### config.mk
export PLATFORM = sky130hd
export DESIGN_NAME = player_cannon_ctrl_flat
export DESIGN_NICKNAME = d
export VERILOG_FILES = /design/src/rtl/space_invaders_pkg.sv /design/src/rtl/player_cannon_ctrl_if.sv /design/src/rtl/player_missile.sv /design/src/rtl/player_cannon_ctrl.sv /design/src/flat_wrapper.sv
export SDC_FILE = /design/constraint.sdc
export NUM_CORES = 1
export LEC_CHECK = 0
export ABC_CLOCK_PERIOD_IN_PS = 3100
export CAP_MARGIN = 20
export CORE_ASPECT_RATIO = 1.75
export CORE_UTILIZATION = 40
export CTS_CLUSTER_DIAMETER = 150
export CTS_CLUSTER_SIZE = 24
export DETAILED_ROUTE_END_ITERATION = 8
export GPL_ROUTABILITY_DRIVEN = 0
export GPL_TIMING_DRIVEN = 0
export HOLD_SLACK_MARGIN = 0.08
export PLACE_DENSITY = 0.65
export SYNTH_ARGS = -nofsm -noshare
export SYNTH_HDL_FRONTEND = slang
export SYNTH_SLANG_ARGS = --single-unit
### constraint.sdc
create_clock -name clk_36MHz -period 3.1 [get_ports clk_36MHz]
set_input_delay 0.62 -clock clk_36MHz [delete_from_list [all_inputs] [get_ports clk_36MHz]]
set_output_delay 0.62 -clock clk_36MHz [all_outputs]
set_load 0.005 [all_outputs]
### src/rtl/space_invaders_pkg.sv
// Shared types and geometry for the space-invaders video pipeline.
package space_invaders_pkg;

  localparam int COORD_W  = 10;
  localparam int SCREEN_W = 800;
  localparam int SCREEN_H = 600;

  typedef logic [COORD_W-1:0] coord_t;

  typedef enum logic [1:0] {
    ST_IDLE      = 2'd0,
    ST_FLYING    = 2'd1,
    ST_EXPLODING = 2'd2,
    ST_RETIRE    = 2'd3
  } missile_state_e;

endpackage

### src/rtl/player_cannon_ctrl_if.sv
// Input pulses and player state outputs of the player cannon controller.
interface player_cannon_ctrl_if;
  import space_invaders_pkg::*;

  logic   frame_tick;
  logic   left_pulse;
  logic   right_pulse;
  logic   fire_pulse;
  logic   missile_hit;
  coord_t cannon_x;
  coord_t missile_x;
  coord_t missile_y;
  logic   missile_active;
  logic   missile_exploding;
  logic   shot_fired;

  modport master (
    output frame_tick, left_pulse, right_pulse, fire_pulse, missile_hit,
    input  cannon_x, missile_x, missile_y, missile_active, missile_exploding, shot_fired
  );

  modport slave (
    input  frame_tick, left_pulse, right_pulse, fire_pulse, missile_hit,
    output cannon_x, missile_x, missile_y, missile_active, missile_exploding, shot_fired
  );

endinterface

### src/rtl/player_missile.sv
// Single player missile: launch, flight, explosion and one-cycle retirement.
module player_missile
  import space_invaders_pkg::*;
#(
  parameter int CANNON_W        = 32,
  parameter int MISSILE_Y_START = 540,
  parameter int MISSILE_Y_TOP   = 40,
  parameter int MISSILE_STEP    = 6,
  parameter int EXPLODE_FRAMES  = 8
) (
  input  logic   clk,
  input  logic   reset,
  input  coord_t i_cannon_x,
  input  logic   i_fire,
  input  logic   i_hit,
  input  logic   i_frame_tick,
  output coord_t o_missile_x,
  output coord_t o_missile_y,
  output logic   o_missile_active,
  output logic   o_missile_exploding,
  output logic   o_shot_fired
);

  localparam int CNT_W = $clog2(EXPLODE_FRAMES + 1);

  localparam coord_t            HALF_W    = coord_t'(CANNON_W / 2);
  localparam coord_t            Y_START   = coord_t'(MISSILE_Y_START);
  localparam coord_t            Y_RETIRE  = coord_t'(MISSILE_Y_TOP + MISSILE_STEP);
  localparam coord_t            Y_STEP    = coord_t'(MISSILE_STEP);
  localparam logic [CNT_W-1:0]  CNT_LOAD  = CNT_W'(EXPLODE_FRAMES);
  localparam logic [CNT_W-1:0]  CNT_ONE   = CNT_W'(1);

  missile_state_e   r_state, w_state_next;
  coord_t           r_x, r_y, w_x_next, w_y_next;
  logic [CNT_W-1:0] r_cnt, w_cnt_next;
  logic             r_shot, w_shot_next;

  // NOTE: sequential state uses non-blocking assignments so every register
  // samples the pre-edge values; reset is synchronous and overrides all.
  always_ff @(posedge clk) begin
    if (reset) begin
      r_state <= ST_IDLE;
      r_x     <= '0;
      r_y     <= '0;
      r_cnt   <= '0;
      r_shot  <= 1'b0;
    end else begin
      r_state <= w_state_next;
      r_x     <= w_x_next;
      r_y     <= w_y_next;
      r_cnt   <= w_cnt_next;
      r_shot  <= w_shot_next;
    end
  end

  // NOTE: every output of this block gets a default first, so no path can
  // leave a signal unassigned and infer a latch.
  always_comb begin
    w_state_next = r_state;
    w_x_next     = r_x;
    w_y_next     = r_y;
    w_cnt_next   = r_cnt;
    w_shot_next  = 1'b0;
    unique case (r_state)
      ST_IDLE: begin
        if (i_fire) begin
          w_state_next = ST_FLYING;
          w_x_next     = i_cannon_x + HALF_W;
          w_y_next     = Y_START;
          w_shot_next  = 1'b1;
        end
      end
      ST_FLYING: begin
        // A hit outranks a coincident frame tick, so the explosion sits where the hit was seen.
        if (i_hit) begin
          w_state_next = ST_EXPLODING;
          w_cnt_next   = CNT_LOAD;
        end else if (i_frame_tick) begin
          if (r_y < Y_RETIRE) w_state_next = ST_RETIRE;
          else                w_y_next     = r_y - Y_STEP;
        end
      end
      ST_EXPLODING: begin
        if (i_frame_tick) begin
          if (r_cnt <= CNT_ONE) begin
            w_state_next = ST_IDLE;
            w_cnt_next   = '0;
          end else begin
            w_cnt_next = r_cnt - CNT_ONE;
          end
        end
      end
      ST_RETIRE: w_state_next = ST_IDLE;
      default:   w_state_next = ST_IDLE;
    endcase
  end

  assign o_missile_x         = r_x;
  assign o_missile_y         = r_y;
  assign o_missile_active    = (r_state == ST_FLYING);
  assign o_missile_exploding = (r_state == ST_EXPLODING);
  assign o_shot_fired        = r_shot;

endmodule

### src/rtl/player_cannon_ctrl.sv
// Player cannon position with edge clamping, plus the player missile sub-block.
module player_cannon_ctrl
  import space_invaders_pkg::coord_t;
#(
  parameter int SCREEN_W        = space_invaders_pkg::SCREEN_W,
  parameter int CANNON_W        = 32,
  parameter int CANNON_X_INIT   = 384,
  parameter int MOVE_STEP       = 8,
  parameter int MISSILE_Y_START = 540,
  parameter int MISSILE_Y_TOP   = 40,
  parameter int MISSILE_STEP    = 6,
  parameter int EXPLODE_FRAMES  = 8
) (
  input logic                 clk_36MHz,
  input logic                 reset,
  player_cannon_ctrl_if.slave bus
);

  localparam coord_t X_MAX  = coord_t'(SCREEN_W - CANNON_W);
  localparam coord_t X_INIT = coord_t'(CANNON_X_INIT);
  localparam coord_t STEP   = coord_t'(MOVE_STEP);

  coord_t r_cannon_x, w_cannon_next;

  // Opposite pulses in one cycle cancel; each bound compare happens before the add/subtract so nothing wraps.
  always_comb begin
    w_cannon_next = r_cannon_x;
    if (bus.left_pulse && !bus.right_pulse) begin
      w_cannon_next = (r_cannon_x < STEP) ? '0 : r_cannon_x - STEP;
    end else if (bus.right_pulse && !bus.left_pulse) begin
      w_cannon_next = (r_cannon_x > X_MAX - STEP) ? X_MAX : r_cannon_x + STEP;
    end
  end

  always_ff @(posedge clk_36MHz) begin
    if (reset) r_cannon_x <= X_INIT;
    else       r_cannon_x <= w_cannon_next;
  end

  assign bus.cannon_x = r_cannon_x;

  player_missile #(
    .CANNON_W        (CANNON_W),
    .MISSILE_Y_START (MISSILE_Y_START),
    .MISSILE_Y_TOP   (MISSILE_Y_TOP),
    .MISSILE_STEP    (MISSILE_STEP),
    .EXPLODE_FRAMES  (EXPLODE_FRAMES)
  ) u_missile (
    .clk                 (clk_36MHz),
    .reset               (reset),
    .i_cannon_x          (r_cannon_x),
    .i_fire              (bus.fire_pulse),
    .i_hit               (bus.missile_hit),
    .i_frame_tick        (bus.frame_tick),
    .o_missile_x         (bus.missile_x),
    .o_missile_y         (bus.missile_y),
    .o_missile_active    (bus.missile_active),
    .o_missile_exploding (bus.missile_exploding),
    .o_shot_fired        (bus.shot_fired)
  );

endmodule

### src/flat_wrapper.sv
// flat-port wrapper written by rule: the top's interface ports become plain ports
module player_cannon_ctrl_flat import space_invaders_pkg::coord_t;
#(
  parameter int SCREEN_W        = space_invaders_pkg::SCREEN_W,
  parameter int CANNON_W        = 32,
  parameter int CANNON_X_INIT   = 384,
  parameter int MOVE_STEP       = 8,
  parameter int MISSILE_Y_START = 540,
  parameter int MISSILE_Y_TOP   = 40,
  parameter int MISSILE_STEP    = 6,
  parameter int EXPLODE_FRAMES  = 8
)
  (clk_36MHz, reset, bus_frame_tick, bus_left_pulse, bus_right_pulse, bus_fire_pulse, bus_missile_hit, bus_cannon_x, bus_missile_x, bus_missile_y, bus_missile_active, bus_missile_exploding, bus_shot_fired);
  player_cannon_ctrl_if bus_i ();
  input logic clk_36MHz;
  input logic reset;
  input wire logic [$bits(bus_i.frame_tick)-1:0] bus_frame_tick;
  input wire logic [$bits(bus_i.left_pulse)-1:0] bus_left_pulse;
  input wire logic [$bits(bus_i.right_pulse)-1:0] bus_right_pulse;
  input wire logic [$bits(bus_i.fire_pulse)-1:0] bus_fire_pulse;
  input wire logic [$bits(bus_i.missile_hit)-1:0] bus_missile_hit;
  output wire logic [$bits(bus_i.cannon_x)-1:0] bus_cannon_x;
  output wire logic [$bits(bus_i.missile_x)-1:0] bus_missile_x;
  output wire logic [$bits(bus_i.missile_y)-1:0] bus_missile_y;
  output wire logic [$bits(bus_i.missile_active)-1:0] bus_missile_active;
  output wire logic [$bits(bus_i.missile_exploding)-1:0] bus_missile_exploding;
  output wire logic [$bits(bus_i.shot_fired)-1:0] bus_shot_fired;
  assign bus_i.frame_tick = bus_frame_tick;
  assign bus_i.left_pulse = bus_left_pulse;
  assign bus_i.right_pulse = bus_right_pulse;
  assign bus_i.fire_pulse = bus_fire_pulse;
  assign bus_i.missile_hit = bus_missile_hit;
  assign bus_cannon_x = bus_i.cannon_x;
  assign bus_missile_x = bus_i.missile_x;
  assign bus_missile_y = bus_i.missile_y;
  assign bus_missile_active = bus_i.missile_active;
  assign bus_missile_exploding = bus_i.missile_exploding;
  assign bus_shot_fired = bus_i.shot_fired;
  player_cannon_ctrl #(.SCREEN_W(SCREEN_W), .CANNON_W(CANNON_W), .CANNON_X_INIT(CANNON_X_INIT), .MOVE_STEP(MOVE_STEP), .MISSILE_Y_START(MISSILE_Y_START), .MISSILE_Y_TOP(MISSILE_Y_TOP), .MISSILE_STEP(MISSILE_STEP), .EXPLODE_FRAMES(EXPLODE_FRAMES)) u_core (.clk_36MHz(clk_36MHz), .reset(reset), .bus(bus_i));
endmodule
==> flow_metrics.py, run 1 <==
metrics = {
    "worst_setup_path": {
        "cp.arrival_ps": 2450,
        "crit_slowest_cell": "clkdlybuf4s50_1",
        "cp_max_fo": 10,
        "cp.required_ps": 3310,
        "endpoint_kind": "register",
        "critPathBufInv": 2,
        "cpPeakStageDelay_ps": 530,
        "crit_chain": "clkdlybuf4s50_1, mux2i_1, a21o_1, or2_1, buf_4, or4_1, a21oi_1",
        "crit_family": "buffers and inverters",
        "path_class": "input pin to register",
        "startpoint_type": "input pin",
    },
    "run_status": {
        "status": "completed",
    },
    "route": {
        "drtIter0Drc": 35,
        "firstDrtPassIters": 4,
        "finalWirelength_mm": 4.293,
        "drc": 0,
        "wl_per_cell_um": 13.17,
        "via_per_inst": 5.429,
        "vias": 1770,
        "ant_nets": 0,
    },
    "clock_network": {
        "cts_tree": "done",
        "h-tree-depth": 2,
        "cts-buffers-inserted": 5,
        "cts_setup_buffers": 0,
        "clock-sinks": 30,
        "cts_buffer_depth": 2,
        "insertion_delay_ps": 280,
        "clockRootBuffer": "clkbuf_8",
        "holdBufCountCts": 0,
        "ctsResizeCount": 0,
        "clk_pin_slew_ps": 60,
    },
    "sta": {
        "whs_ps": 459.5,
        "slew_violations": 0,
        "setup_ws_ps": 861.6,
        "worstMarginPinSlew_ps": 567.0,
        "finalClockSkew_ps": 5.114,
        "setup_viol": 0,
        "finalCritPeriodShare": 0.7221,
        "fmax_mhz": 446.7,
        "hold_violations": 0,
        "rsz0062_at_grt": "no",
        "finalSetupTns_ps": 0,
        "fin_crit_ps": 2238,
        "max_slew_margin": 0.6187,
    },
    "placement": {
        "dp_hpwl_mm": 3.226,
        "port_buffers": 31,
        "post-place-ws_ps": 593.3,
    },
    "floorplanning": {
        "rows": 32,
        "core_um2": 4444,
        "die_area_um2": 4987,
        "die_w_um": 53.82,
        "io_pins": 40,
        "die_h_um": 92.68,
        "start_util": 0.4229,
    },
    "logic_synthesis": {
        "ys_seq_elements": 30,
        "ys_warn_count": 0,
        "syn_area_um2": 1879,
        "netlist_instances": 231,
        "synth.avg_cell_area_um2": 8.136,
        "synth_cell_types": 48,
        "yosysSeqAreaShare": 0.3196,
    },
    "global_route": {
        "antenna_found_initial": 0,
        "track_usage": 0.1882,
        "grt-ovfl-total": 0,
        "grt_max_degree": 11,
        "grt_pass1_vias": 1555,
        "grt_pass1_wl_mm": 6.934,
    },
    "final_layout": {
        "num-nets-final": 296,
        "post-route-util": 0.5293,
        "diodes": 0,
        "mostFrequentLayoutCells": "31 x clkdlybuf4s50_1, 30 x dfxtp_1, 25 x a21oi_1",
        "final_common_cell": "clkdlybuf4s50_1",
        "layout-drive-gt1-share": 0.09818,
        "area_growth_syn_to_layout_pct": 25.17,
    },
    "worst_hold_path": {
        "hp-class": "register to register",
    },
    "pwr": {
        "max-vdd-ir-drop_v": 0.0004671,
        "p_leak_nw": 0.8857,
        "power.density_nw_per_um2": 745.4,
    },
    "job": {
        "cap_violations": 0,
    },
}
through the flow:
stage / instances / power (W) / instance area [um2]
6_report: 326 / 0.001753 / 2352
5_1_grt: 326 / 0.001890 / 2352
4_1_cts: 326 / 0.001773 / 2352
3_5_place_dp: 319 / 0.001480 / 2276
3_3_place_gp: 319 / 0.001469 / 2276
2_1_floorplan: 237 / 0.001172 / 1902
registers in the layout, summed over array words and instances (netlist names):
signal,cells
u_core.u_missile.o_missile_y,9
u_core.bus.cannon_x,7
u_core.u_missile.o_missile_x,7
u_core.u_missile.r_cnt,4
u_core.u_missile.r_state,2
u_core.u_missile.o_shot_fired,1
worst min-delay path: cells and delay by family (launching register included):
| family | cells | cell delay [ps] |
|---|---|---|
| AOI/OAI and AO/OA | 1 | 50 |
| DFF | 1 | 300 |
| and+or+nand+nor | 1 | 50 |
power by group:
part           internal [W]  switching [W]  leakage (nW)
Combinational      0.000472       0.000410         0.601
Clock              0.000154       0.000133        0.0383
Sequential         0.000482       0.000102         0.246
Total               0.00111       0.000646         0.886
cell families after synthesis:
| logic type | count (synthesis) | share of synthesized area |
|---|---|---|
| other cells | 1 | 0.001995 |
| buf+inv | 29 | 0.07390 |
| simple gates | 88 | 0.2670 |
| xor+xnor | 8 | 0.03728 |
| compound gates | 60 | 0.2017 |
| mux | 1 | 0.005326 |
| fa+ha+maj | 14 | 0.09321 |
| flops | 30 | 0.3196 |
path summary, 6_finish.rpt:
path,end,start,slack [ps],cells after the start
worst max register to register,u_core.u_missile.o_missile_y[8]$_SDFFE_PP0P_,u_core.u_missile.r_state[1]$_SDFFE_PP0P_,980,8
worst min-delay path,u_core.u_missile.o_missile_x[3]$_SDFFE_PP0P_,u_core.u_missile.o_missile_x[3]$_SDFFE_PP0P_,460,2
worst min register to register,u_core.u_missile.o_missile_x[3]$_SDFFE_PP0P_,u_core.u_missile.o_missile_x[3]$_SDFFE_PP0P_,460,2
worst max-delay path,u_core.u_missile.o_missile_y[8]$_SDFFE_PP0P_,bus_fire_pulse,860,7
cell usage after synthesis, drive strengths merged:
cell type | instances | share of area
dfxtp | 30 | 0.32
a21oi | 25 | 0.067
nor2 | 20 | 0.040
ha | 14 | 0.093
nand2 | 12 | 0.024
inv | 11 | 0.022
o21ai | 11 | 0.029
buf | 9 | 0.034
clkbuf | 9 | 0.018
nand2b | 9 | 0.030
nor3 | 9 | 0.024
or3 | 8 | 0.031
a211oi | 7 | 0.033
nand3 | 6 | 0.016
or4 | 5 | 0.025
nor3b | 4 | 0.016
o31ai | 4 | 0.016
xnor2 | 4 | 0.019
xor2 | 4 | 0.019
nor4 | 3 | 0.013
a21bo | 2 | 0.011
a31oi | 2 | 0.0067
and2 | 2 | 0.0067
nor4b | 2 | 0.0093
o21a | 2 | 0.0080
or3b | 2 | 0.0093
a2111oi | 1 | 0.0047
a21o | 1 | 0.0040
a221oi | 1 | 0.0047
a311oi | 1 | 0.0047
and3 | 1 | 0.0033
and4b | 1 | 0.0060
conb | 1 | 0.0020
mux2i | 1 | 0.0053
nand3b | 1 | 0.0040
nand4 | 1 | 0.0033
nor2b | 1 | 0.0033
o2111ai | 1 | 0.0047
o211ai | 1 | 0.0040
o31a | 1 | 0.0047
or2 | 1 | 0.0033
layout make-up:
type                       instances  area [um2]
buffer                            18       97.59
clock buffer                       7       76.32
fill                             443        2092
tap                               51       63.81
sequential                        30       600.6
timing repair buffer              31       310.3
inverter                          11       41.29
multi-input combinational        178        1162
per-layer routing:
metal / wire, um / track usage / up-vias
met4: 99 / 0.08772 / 0
met5: 0 / 0 / -
met1: 1725 / 0.2034 / 828
met3: 165 / 0.03120 / 7
met2: 2302 / 0.3333 / 41
li1: - / - / 894
Power figures use the tool's default switching activity.
==> run 2, diff against run 1 <==
--- a/config.mk
+++ b/config.mk
@@ -5,7 +5,7 @@
 export SDC_FILE = /design/constraint.sdc
 export NUM_CORES = 1
 export LEC_CHECK = 0
-export ABC_CLOCK_PERIOD_IN_PS = 3100
+export ABC_CLOCK_PERIOD_IN_PS = 2200
 export CAP_MARGIN = 20
 export CORE_ASPECT_RATIO = 1.75
 export CORE_UTILIZATION = 40
==> constraint.sdc (replaced) <==
create_clock -name clk_36MHz -period 2.2 [get_ports clk_36MHz]
set_input_delay 0.44 -clock clk_36MHz [delete_from_list [all_inputs] [get_ports clk_36MHz]]
set_output_delay 0.44 -clock clk_36MHz [all_outputs]
set_load 0.005 [all_outputs]
==> flow_metrics.py, run 2 (synthesis results as in run 1) <==
metrics = {
    "worst_setup_path": {
        "path_class": "register to register",
        "cp.arrival_ps": 2280,
        "critPathBufInv": 2,
        "cp_max_fo": 10,
        "startpoint_type": "register",
        "crit_family": "simple AND/OR/NAND/NOR gates",
        "crit_start": "u_core.u_missile.r_state[1]$_SDFFE_PP0P_",
        "r2r-start": "u_core.u_missile.r_state[1]$_SDFFE_PP0P_",
        "crit_slowest_cell": "or4_1",
        "cpPeakStageDelay_ps": 400,
        "endpoint_kind": "register",
        "crit_chain": "inv_1, ha_2, mux2i_1, a21o_1, or2_1, buf_4, or4_1, a21oi_1",
        "cp.required_ps": 2410,
    },
    "pwr": {
        "power.density_nw_per_um2": 1048,
        "combPwrFrac": 0.505,
        "p_leak_nw": 0.8796,
        "p_clk_frac": 0.163,
        "p_seq_frac": 0.332,
        "p_sw_w": 0.0009124,
        "max-vdd-ir-drop_v": 0.0006581,
        "p_int_w": 0.001569,
        "swShare": 0.3677,
        "total_power_w": 0.002481,
    },
    "route": {
        "wl_met1_mm": 1.734,
        "drtIter0Drc": 35,
        "drc": 0,
        "finalWirelength_mm": 4.283,
        "dr_wl_met3_um": 146,
        "wl_per_cell_um": 13.14,
        "firstDrtPassIters": 4,
        "top_layer_used": "met4",
        "dr_wl_met2_mm": 2.265,
        "ant_nets": 0,
        "vias": 1767,
        "via_per_inst": 5.420,
    },
    "global_route": {
        "antenna_found_initial": 0,
        "track_usage": 0.1882,
        "grt_max_degree": 11,
        "grt_pass1_wl_mm": 6.934,
        "grt_pass1_vias": 1555,
        "grt-ovfl-total": 0,
    },
    "worst_hold_path": {
        "hp-start": "u_core.u_missile.o_missile_x[3]$_SDFFE_PP0P_",
        "hp-class": "register to register",
    },
    "sta": {
        "slew_violations": 0,
        "setup_viol": 0,
        "rsz0062_at_grt": "yes",
        "finalCritPeriodShare": 0.9406,
        "fmax_mhz": 483.2,
        "worstMarginPinSlew_ps": 501.1,
        "max_slew_margin": 0.6573,
        "hold_violations": 0,
        "fin_crit_ps": 2069,
        "finalClockSkew_ps": 5.171,
    },
    "final_layout": {
        "diodes": 0,
        "n_fill_cell": 441,
        "layout-drive-gt1-share": 0.1127,
        "instances_no_fill": 326,
        "final_common_cell": "clkdlybuf4s50_1",
        "mostFrequentLayoutCells": "31 x clkdlybuf4s50_1, 30 x dfxtp_1, 25 x a21oi_1",
        "largest_reg_flops": 9,
        "area_growth_syn_to_layout_pct": 25.97,
        "num-nets-final": 296,
    },
    "clock_network": {
        "clock-sinks": 30,
        "insertion_delay_ps": 280,
        "holdBufCountCts": 0,
        "cts_setup_buffers": 0,
        "h-tree-depth": 2,
        "cts_buffer_depth": 2,
        "clockRootBuffer": "clkbuf_8",
        "cts-buffers-inserted": 5,
        "clk_pin_slew_ps": 60,
        "ctsResizeCount": 0,
        "cts_tree": "done",
    },
    "floorplanning": {
        "die_w_um": 53.82,
        "core_um2": 4444,
        "start_util": 0.4229,
        "die_area_um2": 4987,
        "rows": 32,
        "die_h_um": 92.68,
        "io_pins": 40,
    },
    "placement": {
        "port_buffers": 31,
        "dp.cells": 319,
        "dp_hpwl_mm": 3.226,
    },
    "run_status": {
        "status": "completed",
    },
    "job": {
        "cap_violations": 0,
    },
}
run 2: cell counts in the layout (fill, tap and decap cells not counted):
No cell type changed its count.
run 2: routing by layer:
metal,GRT usage,up-vias
li1,-,893
met1,0.2034,828
met2,0.3333,37
met3,0.03120,9
met5,0,-
met4,0.08772,0
run 2: power groups by stage:
stage          Combinational, W  Sequential (W)  Clock, W
2_1_floorplan          0.000836        0.000815         0
5_1_grt                 0.00140        0.000849  0.000433
6_report                0.00125        0.000823  0.000404
4_1_cts                 0.00126        0.000824  0.000415
3_5_place_dp            0.00125        0.000836         0
3_3_place_gp            0.00124        0.000832         0
run 2: area by class of cell:
class / instances / area, um2 / area share
multi-input combinational: 178 / 1177 / 0.4974
tap: 51 / 63.81 / 0.02696
inverter: 11 / 41.29 / 0.01744
buffer: 18 / 97.59 / 0.04123
timing repair buffer: 31 / 310.3 / 0.1311
sequential: 30 / 600.6 / 0.2537
clock buffer: 7 / 76.32 / 0.03224
run 2: worst paths after layout:
kind	endpoint	slack, ps	cells after the start
hold reg to reg	u_core.u_missile.o_missile_x[3]$_SDFFE_PP0P_	460	2
setup reg to reg	u_core.u_missile.o_missile_y[8]$_SDFFE_PP0P_	130	8
setup / recovery	u_core.u_missile.o_missile_y[8]$_SDFFE_PP0P_	130	8
hold / removal	u_core.u_missile.o_missile_x[3]$_SDFFE_PP0P_	460	2
run 2: stage by stage:
step	hold slack, ps	instance area, um2	utilization	worst slack, ps	setup TNS, ps
after floorplan	452.7	1902	-	262.2	0
after global placement	451.1	2276	0.5121	-125.6	-337.4
after detailed placement	452.8	2276	0.5121	-126.7	-349.0
after CTS	461.7	2352	0.5293	63.65	0
after global routing	501.3	2367	0.5327	-27.18	-37.35
final	459.4	2367	0.5327	130.6	0
run 2: worst register-to-register path: stages (launching register included):
cell	delay (ps)
dfxtp_1	320
inv_1	130
ha_2	270
mux2i_1	90
a21o_1	210
or2_1	260
buf_4	180
or4_1	410
a21oi_1	140
